--- config.mk ---
export PLATFORM = sky130hd
export DESIGN_NAME = voice_mix_scheduler
export DESIGN_NICKNAME = d
export VERILOG_FILES = /design/src/rtl/voice_mix_scheduler.sv
export SDC_FILE = /design/constraint.sdc
export NUM_CORES = 1
export LEC_CHECK = 0
export ABC_AREA = 1
export CORE_MARGIN = 2
export CORE_UTILIZATION = 40
export DETAILED_ROUTE_END_ITERATION = 10
export GPL_TIMING_DRIVEN = 0
export PLACE_DENSITY = 0.67
export SYNTH_ARGS = -nofsm -noshare
export SYNTH_HDL_FRONTEND = slang
export SYNTH_SLANG_ARGS = --single-unit
--- constraint.sdc ---
create_clock -name clk -period 4.55 [get_ports clk]
set_input_delay 0.455 -clock clk [delete_from_list [all_inputs] [get_ports clk]]
set_output_delay 0.455 -clock clk [all_outputs]
set_load 0.01 [all_outputs]
--- src/rtl/voice_mix_scheduler.sv ---
// Shares one amplitude modulator across NUM_VOICES voices: snapshot on sample_tick,
// issue one voice per cycle, accumulate products, emit one saturated mixed sample.
module voice_mix_scheduler #(
  parameter int NUM_VOICES     = 4,
  parameter int DATA_BITS      = 12,
  parameter int AMPLITUDE_BITS = 8
) (
  input  logic                                 clk,
  input  logic                                 reset,
  input  logic                                 sample_tick,
  input  logic [NUM_VOICES*DATA_BITS-1:0]      voice_din,
  input  logic [NUM_VOICES*AMPLITUDE_BITS-1:0] voice_amp,
  input  logic [NUM_VOICES-1:0]                voice_enable,
  output logic [DATA_BITS-1:0]                 mod_din,
  output logic [AMPLITUDE_BITS-1:0]            mod_amp,
  input  logic [DATA_BITS-1:0]                 mod_dout,
  output logic [DATA_BITS-1:0]                 mix_out,
  output logic                                 mix_valid,
  output logic                                 busy,
  output logic                                 overrun,
  output logic [1:0]                           state_dbg
);

  // Handshake: sample_tick is a one-cycle request honoured only in IDLE (no ready
  // back-pressure; a tick seen while busy is dropped and flagged in overrun).
  // mix_valid is a one-cycle pulse; mix_out is stable until the next pulse.

  localparam int ACC_W = DATA_BITS + $clog2(NUM_VOICES) + 1;
  localparam int IDX_W = (NUM_VOICES > 1) ? $clog2(NUM_VOICES) : 1;
  localparam logic [IDX_W-1:0] LAST_IDX = IDX_W'(NUM_VOICES - 1);
  localparam logic signed [ACC_W-1:0] MAX_V = ACC_W'((2 ** (DATA_BITS - 1)) - 1);
  localparam logic signed [ACC_W-1:0] MIN_V = ACC_W'(-(2 ** (DATA_BITS - 1)));

  typedef enum logic [1:0] {
    IDLE   = 2'd0,
    ISSUE  = 2'd1,
    DRAIN  = 2'd2,
    OUTPUT = 2'd3
  } state_t;

  state_t                              state, state_nxt;
  logic [IDX_W-1:0]                    idx, idx_nxt;
  logic [NUM_VOICES*DATA_BITS-1:0]     snap_din;
  logic [NUM_VOICES*AMPLITUDE_BITS-1:0] snap_amp;
  logic [NUM_VOICES-1:0]               snap_en;
  logic signed [ACC_W-1:0]             acc;
  logic                                issue_valid, issue_valid_d;
  logic                                load_snap, acc_clear, emit, overrun_set;
  logic [DATA_BITS-1:0]                mod_din_nxt;
  logic [AMPLITUDE_BITS-1:0]           mod_amp_nxt;
  logic [DATA_BITS-1:0]                sat_val;
  int                                  sel;

  // Voice 0 is loaded into the modulator registers on the accepting edge so that
  // each ISSUE cycle already presents its voice and the last product lands in DRAIN.
  always_comb begin
    state_nxt   = state;
    idx_nxt     = idx;
    load_snap   = 1'b0;
    acc_clear   = 1'b0;
    emit        = 1'b0;
    issue_valid = 1'b0;
    mod_din_nxt = '0;
    mod_amp_nxt = '0;
    sel         = int'(idx) + 1;
    overrun_set = sample_tick && (state != IDLE);
    case (state)
      IDLE: begin
        if (sample_tick) begin
          state_nxt   = ISSUE;
          load_snap   = 1'b1;
          acc_clear   = 1'b1;
          idx_nxt     = '0;
          mod_din_nxt = voice_din[DATA_BITS-1:0];
          mod_amp_nxt = voice_enable[0] ? voice_amp[AMPLITUDE_BITS-1:0] : '0;
        end
      end
      ISSUE: begin
        issue_valid = 1'b1;
        if (idx == LAST_IDX) begin
          state_nxt = DRAIN;
        end else begin
          idx_nxt     = idx + 1'b1;
          mod_din_nxt = snap_din[sel*DATA_BITS +: DATA_BITS];
          mod_amp_nxt = snap_en[sel] ? snap_amp[sel*AMPLITUDE_BITS +: AMPLITUDE_BITS] : '0;
        end
      end
      DRAIN: begin
        state_nxt = OUTPUT;
      end
      OUTPUT: begin
        emit      = 1'b1;
        state_nxt = IDLE;
      end
      default: begin
        state_nxt = IDLE;
      end
    endcase
  end

  always_comb begin
    sat_val = acc[DATA_BITS-1:0];
    if (acc > MAX_V) begin
      sat_val = MAX_V[DATA_BITS-1:0];
    end else if (acc < MIN_V) begin
      sat_val = MIN_V[DATA_BITS-1:0];
    end
  end

  always_ff @(posedge clk) begin
    if (reset) begin
      state         <= IDLE;
      idx           <= '0;
      snap_din      <= '0;
      snap_amp      <= '0;
      snap_en       <= '0;
      acc           <= '0;
      issue_valid_d <= 1'b0;
      mod_din       <= '0;
      mod_amp       <= '0;
      mix_out       <= '0;
      mix_valid     <= 1'b0;
      overrun       <= 1'b0;
    end else begin
      state         <= state_nxt;
      idx           <= idx_nxt;
      issue_valid_d <= issue_valid;
      mod_din       <= mod_din_nxt;
      mod_amp       <= mod_amp_nxt;
      mix_valid     <= emit;
      if (load_snap) begin
        snap_din <= voice_din;
        snap_amp <= voice_amp;
        snap_en  <= voice_enable;
      end
      if (acc_clear) begin
        acc <= '0;
      end else if (issue_valid_d) begin
        acc <= acc + {{(ACC_W-DATA_BITS){mod_dout[DATA_BITS-1]}}, mod_dout};
      end
      if (emit) begin
        mix_out <= sat_val;
      end
      if (overrun_set) begin
        overrun <= 1'b1;
      end
    end
  end

  assign busy      = (state != IDLE);
  assign state_dbg = state;

endmodule
==> summary.txt, run 1 <==
Placed design
  – # port buffers: 135
  – Placed inst area: 7150 um2
  – GP Congestion: 0.871
  – Placed Cells: 1110
  – Worst slack at placement: 2210 ps
  – DP Wirelength: 12000 um

Timing
  – Final WS setup: 2300 ps
  – Slew HR: 0.597
  – Least-Margin Pin Slew: 604 ps
  – Setup TNS: 0 ps
  – Final hold vios: 0
  – Post-Route Skew: 7.73 ps
  – Max Fclk: 444 MHz
  – # setup viols final: 0
  – Crit path time final: 2250 ps
  – RSZ-0062 raised after global routing: no
  – Slew Limit Fails: 0
  – Final Cycle Share: 0.494
  – WHS: 452 ps

Synthesis
  – Mapped cell area: 5570 um2
  – FF+latch count, synth: 118
  – Mean post-synth cell area: 7.01 um2
  – Dominant synthesized flop cell: dfxtp_1
  – Mapped Nets: 914
  – Post-Syn Instances: 795
  – Ys async rst share: 0
  – Syn. warnings: 0
  – Unique cell type count in the Yosys netlist: 32
  – Number of enable flip-flop cells after synthesis: 0
  – Seq/Total Area, Yosys: 0.424

Layout
  – Area Overhead vs Synth: 39.6%
  – Final-stage net count: 1068
  – # diodes: 0
  – Post-layout util: 0.567
  – Share of cells above drive strength 1: 0.0739
  – Layout Cells excl Fill: 1141
  – FILL cells: 1394
  – Post-Layout Inst Area: 7780 um2

Critical path
  – CP Data Arrival Time: 1790 ps
  – Crit start category: flip-flop
  – Crit Path Class: reg2out
  – CP Buf/Inv Count: 3
  – CP max-delay cell: clkdlybuf4s50_1
  – Worst Path Required: 4090 ps
  – Crit path max-delay family: buffers and inverters
  – Slowest stage delay, CP: 550 ps
  – CP max FO: 4
  – Crit-path cells: inv_1 -> ha_1 -> inv_2 -> clkdlybuf4s50_1
  – Crit. End Element: primary output

Clock network
  – Post-CTS Resized: 0
  – Root buffer cell: clkbuf_16
  – Setup Buffers After CTS: 0
  – H-tree depth: 4
  – Clock Latency Late Sink: 420 ps
  – Clk sink count: 118
  – CTS buffer count: 17
  – CTS tree: done
  – Hold_buf cts: 0
  – CTS max path bufs: 2
  – Clock-pin slew on the worst setup and hold paths: 50 ps

Floorplan
  – Row Count: 43
  – Starting Density: 0.406
  – Die width: 122 um
  – Die height: 122 um
  – IO Count: 136
  – Core area: 13700 um2
  – Die area: 14900 um2

Power and ir drop
  – Maximum VDD drop: 0.000313 V
  – PwrDens: 560 nW/um2
  – Leak pwr: 3.33 nW
  – Total Power: 4.35 mW

Route
  – Remaining DRCs: 0
  – First-pass DRT Iterations: 6
  – Via count: 5523
  – Detailed Route Iter0 Violations: 348
  – Vias/cell: 4.84
  – Routed Antenna Nets: 0
  – WL final: 15700 um
  – Wire length per cell: 13.7 um

Global routing
  – First-pass GRT wire length: 24800 um
  – Total grt overflow: 0
  – Initial antenna violation count: 0
  – Gr usage total: 0.216
  – GR Util met1: 0.269
  – Met3 Usage GRT: 0.0552
  – Number of global-route vias before repair: 5184
  – Met2 Usage GRT: 0.362
  – Gr busiest metal: met2
  – Largest net degree at the start of global routing: 17

Flow run
  – Max-Cap Viols: 0

Min path
  – Worst min-delay path class: reg2reg

Status
  – Status: completed
==> layer usage <==
layer | share of wire | wire, um
met5 | 0 | 0
met4 | 0.016 | 256
met3 | 0.052 | 815
met2 | 0.48 | 7540
met1 | 0.45 | 7060
==> final timing paths <==
path | start | to | cells past startpoint | slack [ps]
setup / recovery | state_dbg[0]$_SDFFE_PP0P_ | busy | 4 | 2300
hold / removal | snap_din[25]$_SDFFE_PP0P_ | snap_din[25]$_SDFFE_PP0P_ | 2 | 450
setup reg to reg | acc[0]$_SDFFE_PP0P_ | acc[8]$_SDFFE_PP0P_ | 9 | 2770
hold reg to reg | snap_din[25]$_SDFFE_PP0P_ | snap_din[25]$_SDFFE_PP0P_ | 2 | 450
==> power by group <==
group,internal (mW),switching [mW]
Combinational,0.605,0.947
Sequential,1.26,0.121
Clock,0.941,0.483
Total,2.80,1.55
==> worst reg2reg max path, stage by stage, from the launching register on <==
cell and delay [ps]:
dfxtp_1 320, ha_1 220, fa_1 430, nand3_1 110, nand2_1 110, nand2_1 70
nand2_1 50, xor2_1 140, o21ai_0 160, inv_1 50
==> layout by cell type (no fill, tap or decap) <==
cell	count
o21ai_2	1
xor2_1	8
a31oi_1	1
dfxtp_1	118
buf_6	1
clkinv_1	1
buf_4	7
buf_2	17
nand2_1	143
or2_0	1
ha_1	19
o21ai_1	5
nand3_1	28
bufinv_16	4
nor2_2	2
nor2_8	1
clkbuf_1	17
clkinvlp_4	3
nand4_1	2
inv_2	4
clkbuf_16	17
a211oi_1	4
fa_1	1
a21oi_4	1
a21oi_1	63
inv_6	3
o21ai_0	101
nand2_2	4
or2_1	1
o211ai_4	1
nor2_1	160
clkinv_2	3
inv_1	68
o311ai_1	5
clkbuf_8	2
clkdlybuf4s50_1	135
nor3_1	1
o22ai_1	8
==> layout make-up <==
| class | count | area [um2] | share of cell area |
|---|---|---|---|
| buffer | 42 | 213 | 0.0273 |
| clock buffer | 19 | 453 | 0.0582 |
| clock inverter | 12 | 175 | 0.0225 |
| inverter | 74 | 283 | 0.0364 |
| multi-input combinational | 561 | 2720 | 0.349 |
| sequential | 118 | 2360 | 0.304 |
| tap | 180 | 225 | 0.0290 |
| timing repair buffer | 135 | 1350 | 0.174 |
==> registers in the layout, summed over array words and instances (netlist names), 4 cells and up <==
| name | cells |
|---|---|
| mod_din | 12 |
| mix_out | 12 |
| snap_en | 4 |
| mod_amp | 8 |
| snap_amp | 24 |
| snap_din | 36 |
| acc | 15 |
==> cell families (layout without fill, tap and decap cells) <==
| group | Yosys count | in the layout | synth area share |
|---|---|---|---|
| AND/OR/NAND/NOR | 343 | 343 | 0.245 |
| adder cells (fa/ha/maj) | 20 | 20 | 0.0463 |
| XOR/XNOR | 8 | 8 | 0.0126 |
| AO/OA/AOI/OAI | 190 | 190 | 0.183 |
| flip-flops | 118 | 118 | 0.424 |
| buffers and inverters | 116 | 282 | 0.0889 |
==> synth_stat cells, types with 2 or more instances <==
master	instances	area, um2
o21ai_1	5	25.0
o21ai_0	101	505
nor2_1	160	601
nand2_1	143	537
xor2_1	8	70.1
o22ai_1	8	50.1
buf_4	7	52.6
nand3_1	28	140
buf_2	17	85.1
nor2_2	2	12.5
o311ai_1	5	43.8
inv_1	68	255
a21oi_1	63	315
clkbuf_1	17	63.8
ha_1	19	238
dfxtp_1	118	2360
nand4_1	2	12.5
inv_2	4	15.0
nand2_2	4	25.0
a211oi_1	4	30.0
Power figures use the tool's default switching activity.
==> run 2: changes to the inputs <==
==> constraint.sdc (replaced) <==
create_clock -name clk -period 2.2 [get_ports clk]
set_input_delay 0.22 -clock clk [delete_from_list [all_inputs] [get_ports clk]]
set_output_delay 0.22 -clock clk [all_outputs]
set_load 0.01 [all_outputs]
==> results of run 2 <==
Same layout as run 1 (identical final DEF). Status: completed.
Main changes from that run: setup slack after placement 2210 ps -> 98.4 ps; clock-pin slew on the worst setup and hold paths 50 ps -> 60 ps; setup slack after layout 2300 ps -> 185 ps; hold slack 452 ps -> 356 ps; register-to-register setup slack 2770 ps -> 420 ps; end point of the worst hold path snap_din[25]$_SDFFE_PP0P_ -> mod_amp[1]$_SDFF_PP0_; total power 4.35 mW -> 9.00 mW; worst IR drop on VDD 0.000313 V -> 0.000648 V
==> run 3: changes to the inputs <==
--- a/config.mk
+++ b/config.mk
@@ -9,8 +9,9 @@
 export CORE_MARGIN = 2
 export CORE_UTILIZATION = 40
 export DETAILED_ROUTE_END_ITERATION = 10
+export DONT_BUFFER_PORTS = 1
 export GPL_TIMING_DRIVEN = 0
-export PLACE_DENSITY = 0.67
+export RECOVER_POWER = 100
 export SYNTH_ARGS = -nofsm -noshare
 export SYNTH_HDL_FRONTEND = slang
 export SYNTH_SLANG_ARGS = --single-unit
==> run 3 against run 2 <==
  * First-iteration DRC count up 0.29%
  * Die area unchanged
  * Global-route usage up 0.14 points
  * Cell count down 5.1%
  * Non-clock buffer count down 60
  * Flip-flop and latch count unchanged
  * Setup slack better by 87 ps
  * Final area down 8.8%
  * Combinational power down 13%
  * Clock-buffer cell count down 2
  * Critical path depth up 3
  * Wire length up 0.87%
  * Largest power group is now registers
==> summary.txt, run 3 (synthesized netlist as in run 1, its figures left out) <==
Status
  – Status: completed

Floorplan
  – Row Count: 43
  – Die area: 14900 um2
  – Starting Density: 0.406
  – Die width: 122 um
  – IO Count: 136
  – Die height: 122 um
  – Core area: 13700 um2

Clock network
  – CTS tree: done
  – Setup Buffers After CTS: 0
  – Clk sink count: 118
  – Root buffer cell: clkbuf_16
  – CTS buffer count: 17
  – CTS max path bufs: 2
  – Post-CTS Resized: 0
  – H-tree depth: 4
  – Clock-pin slew on the worst setup and hold paths: 60 ps
  – Clock Latency Late Sink: 420 ps

Route
  – Remaining DRCs: 0
  – Vias/cell: 4.88
  – Routed Antenna Nets: 0
  – WL final: 15800 um
  – Via count: 5287
  – Detailed Route Iter0 Violations: 349
  – First-pass DRT Iterations: 4
  – Wire length per cell: 14.6 um

Critical path
  – Crit start category: flip-flop
  – CP max FO: 10
  – Worst r2r src: state_dbg[0]$_SDFFE_PP0P_
  – Crit. End Element: flip-flop
  – Worst Path Required: 2550 ps
  – CP Data Arrival Time: 2280 ps
  – Crit Path Class: reg2reg
  – Crit path from: state_dbg[0]$_SDFFE_PP0P_

Timing
  – Slew Limit Fails: 0
  – # setup viols final: 0
  – Crit path time final: 1930 ps
  – Post-Route Skew: 6.94 ps
  – Final WS setup: 272 ps
  – RSZ-0062 raised after global routing: no
  – WHS: 3.59 ps
  – Final hold vios: 0
  – Setup TNS: 0 ps
  – Final Cycle Share: 0.877
  – Max Fclk: 519 MHz
  – Slew HR: 0.608
  – Least-Margin Pin Slew: 581 ps

Layout
  – Most frequent cells in the layout: nor2_1, nand2_1, dfxtp_1
  – Number of flip-flops in the largest register: 36
  – Most common cell after layout, fill and taps aside: nor2_1
  – Layout Cells excl Fill: 1083
  – Area Overhead vs Synth: 27.3%
  – FILL cells: 1408
  – Final-stage net count: 1008
  – Share of cells above drive strength 1: 0.0721
  – Most flops, register: snap_din
  – Post-Layout Inst Area: 7090 um2
  – Largest regs: snap_din: 36 flops, snap_amp: 24 flops, acc: 15 flops

Power and ir drop
  – Leak pwr: 3.08 nW
  – Internal power component: 5.16 mW
  – Sequential power share: 0.348
  – Switch share: 0.386
  – Maximum VDD drop: 0.000739 V
  – Clock power share: 0.319
  – Switching power: 3.25 mW
  – PwrDens: 1190 nW/um2
  – Combinational Power Share: 0.333

Placed design
  – Placed Cells: 975
  – Worst slack at placement: 344 ps
  – GP Congestion: 0.832
  – Placed inst area: 5800 um2
  – # port buffers: 0
  – DP Wirelength: 11600 um

Global routing
  – Largest net degree at the start of global routing: 17
  – First-pass GRT wire length: 25000 um
  – Total grt overflow: 0
  – Gr usage total: 0.218
  – Number of global-route vias before repair: 5059
  – Initial antenna violation count: 0

Min path
  – Worst min-delay path class: in2reg
  – Hold_sp: voice_enable[0]

Flow run
  – Max-Cap Viols: 0
[run 3: cell count changes in the layout (fill, tap and decap cells not counted), sizes merged]
cell	change
clkbuf	+4
clkinvlp	+2
inv	+4
dlygate4sd3	+75
buf	-6
clkdlybuf4s50	-135
diode	+1
bufinv	-3
[run 3: timing repair]
item / CTS / global route
setup endpoints to repair: 0 / 0
hold endpoints to repair: 75 / 0
hold buffers: 75 / 0
[run 3: power by group through the flow]
| stage | clock network (mW) | logic [mW] | registers [mW] |
|---|---|---|---|
| 5_1_grt | 2.81 | 3.21 | 2.98 |
| 6_report | 2.68 | 2.80 | 2.93 |
| 3_3_place_gp | 0 | 2.72 | 2.97 |
| 4_1_cts | 2.71 | 2.86 | 2.93 |
| 2_1_floorplan | 0 | 2.12 | 2.86 |
| 3_5_place_dp | 0 | 2.74 | 2.97 |
[run 3: layout make-up]
class / count / area, um2 / area share
sequential: 118 / 2360 / 0.333
antenna: 1 / 2.50 / 0.000353
inverter: 74 / 283 / 0.0399
clock inverter: 15 / 145 / 0.0205
buffer: 42 / 203 / 0.0286
clock buffer: 17 / 425 / 0.0600
tap: 180 / 225 / 0.0317
multi-input combinational: 561 / 2700 / 0.380
timing repair buffer: 75 / 751 / 0.106
[run 3: worst max-delay path, cell delays in order, from the launching register on]
cell and delay, ps:
dfxtp_1 460, ha_1 270, inv_1 90, nor2_2 400, inv_6 90, a21oi_1 140, o311ai_0 220, a21oi_1 190
[run 3: final timing paths]
kind,end,slack [ps],cells past startpoint
setup / recovery,mod_din[2]$_SDFF_PP0_,270,7
hold / removal,snap_en[0]$_SDFFE_PP0P_,4,2
setup reg to reg,mod_din[2]$_SDFF_PP0_,270,7
hold reg to reg,snap_din[25]$_SDFFE_PP0P_,450,2
[run 3: metal layers]
metal / global-route usage / routed length, um / up-vias
met3: 0.0702 / 832 / 18
met1: 0.257 / 7000 / 2391
met5: 0 / 0 / -
met2: 0.372 / 7700 / 122
li1: - / - / 2756
met4: 0.0726 / 271 / 0
[run 3: through the flow]
stage	total power, mW	util
after floorplan	4.98	-
after global placement	5.68	0.423
after detailed placement	5.71	0.423
after CTS	8.50	0.519
after global routing	9.00	0.517
final	8.41	0.517
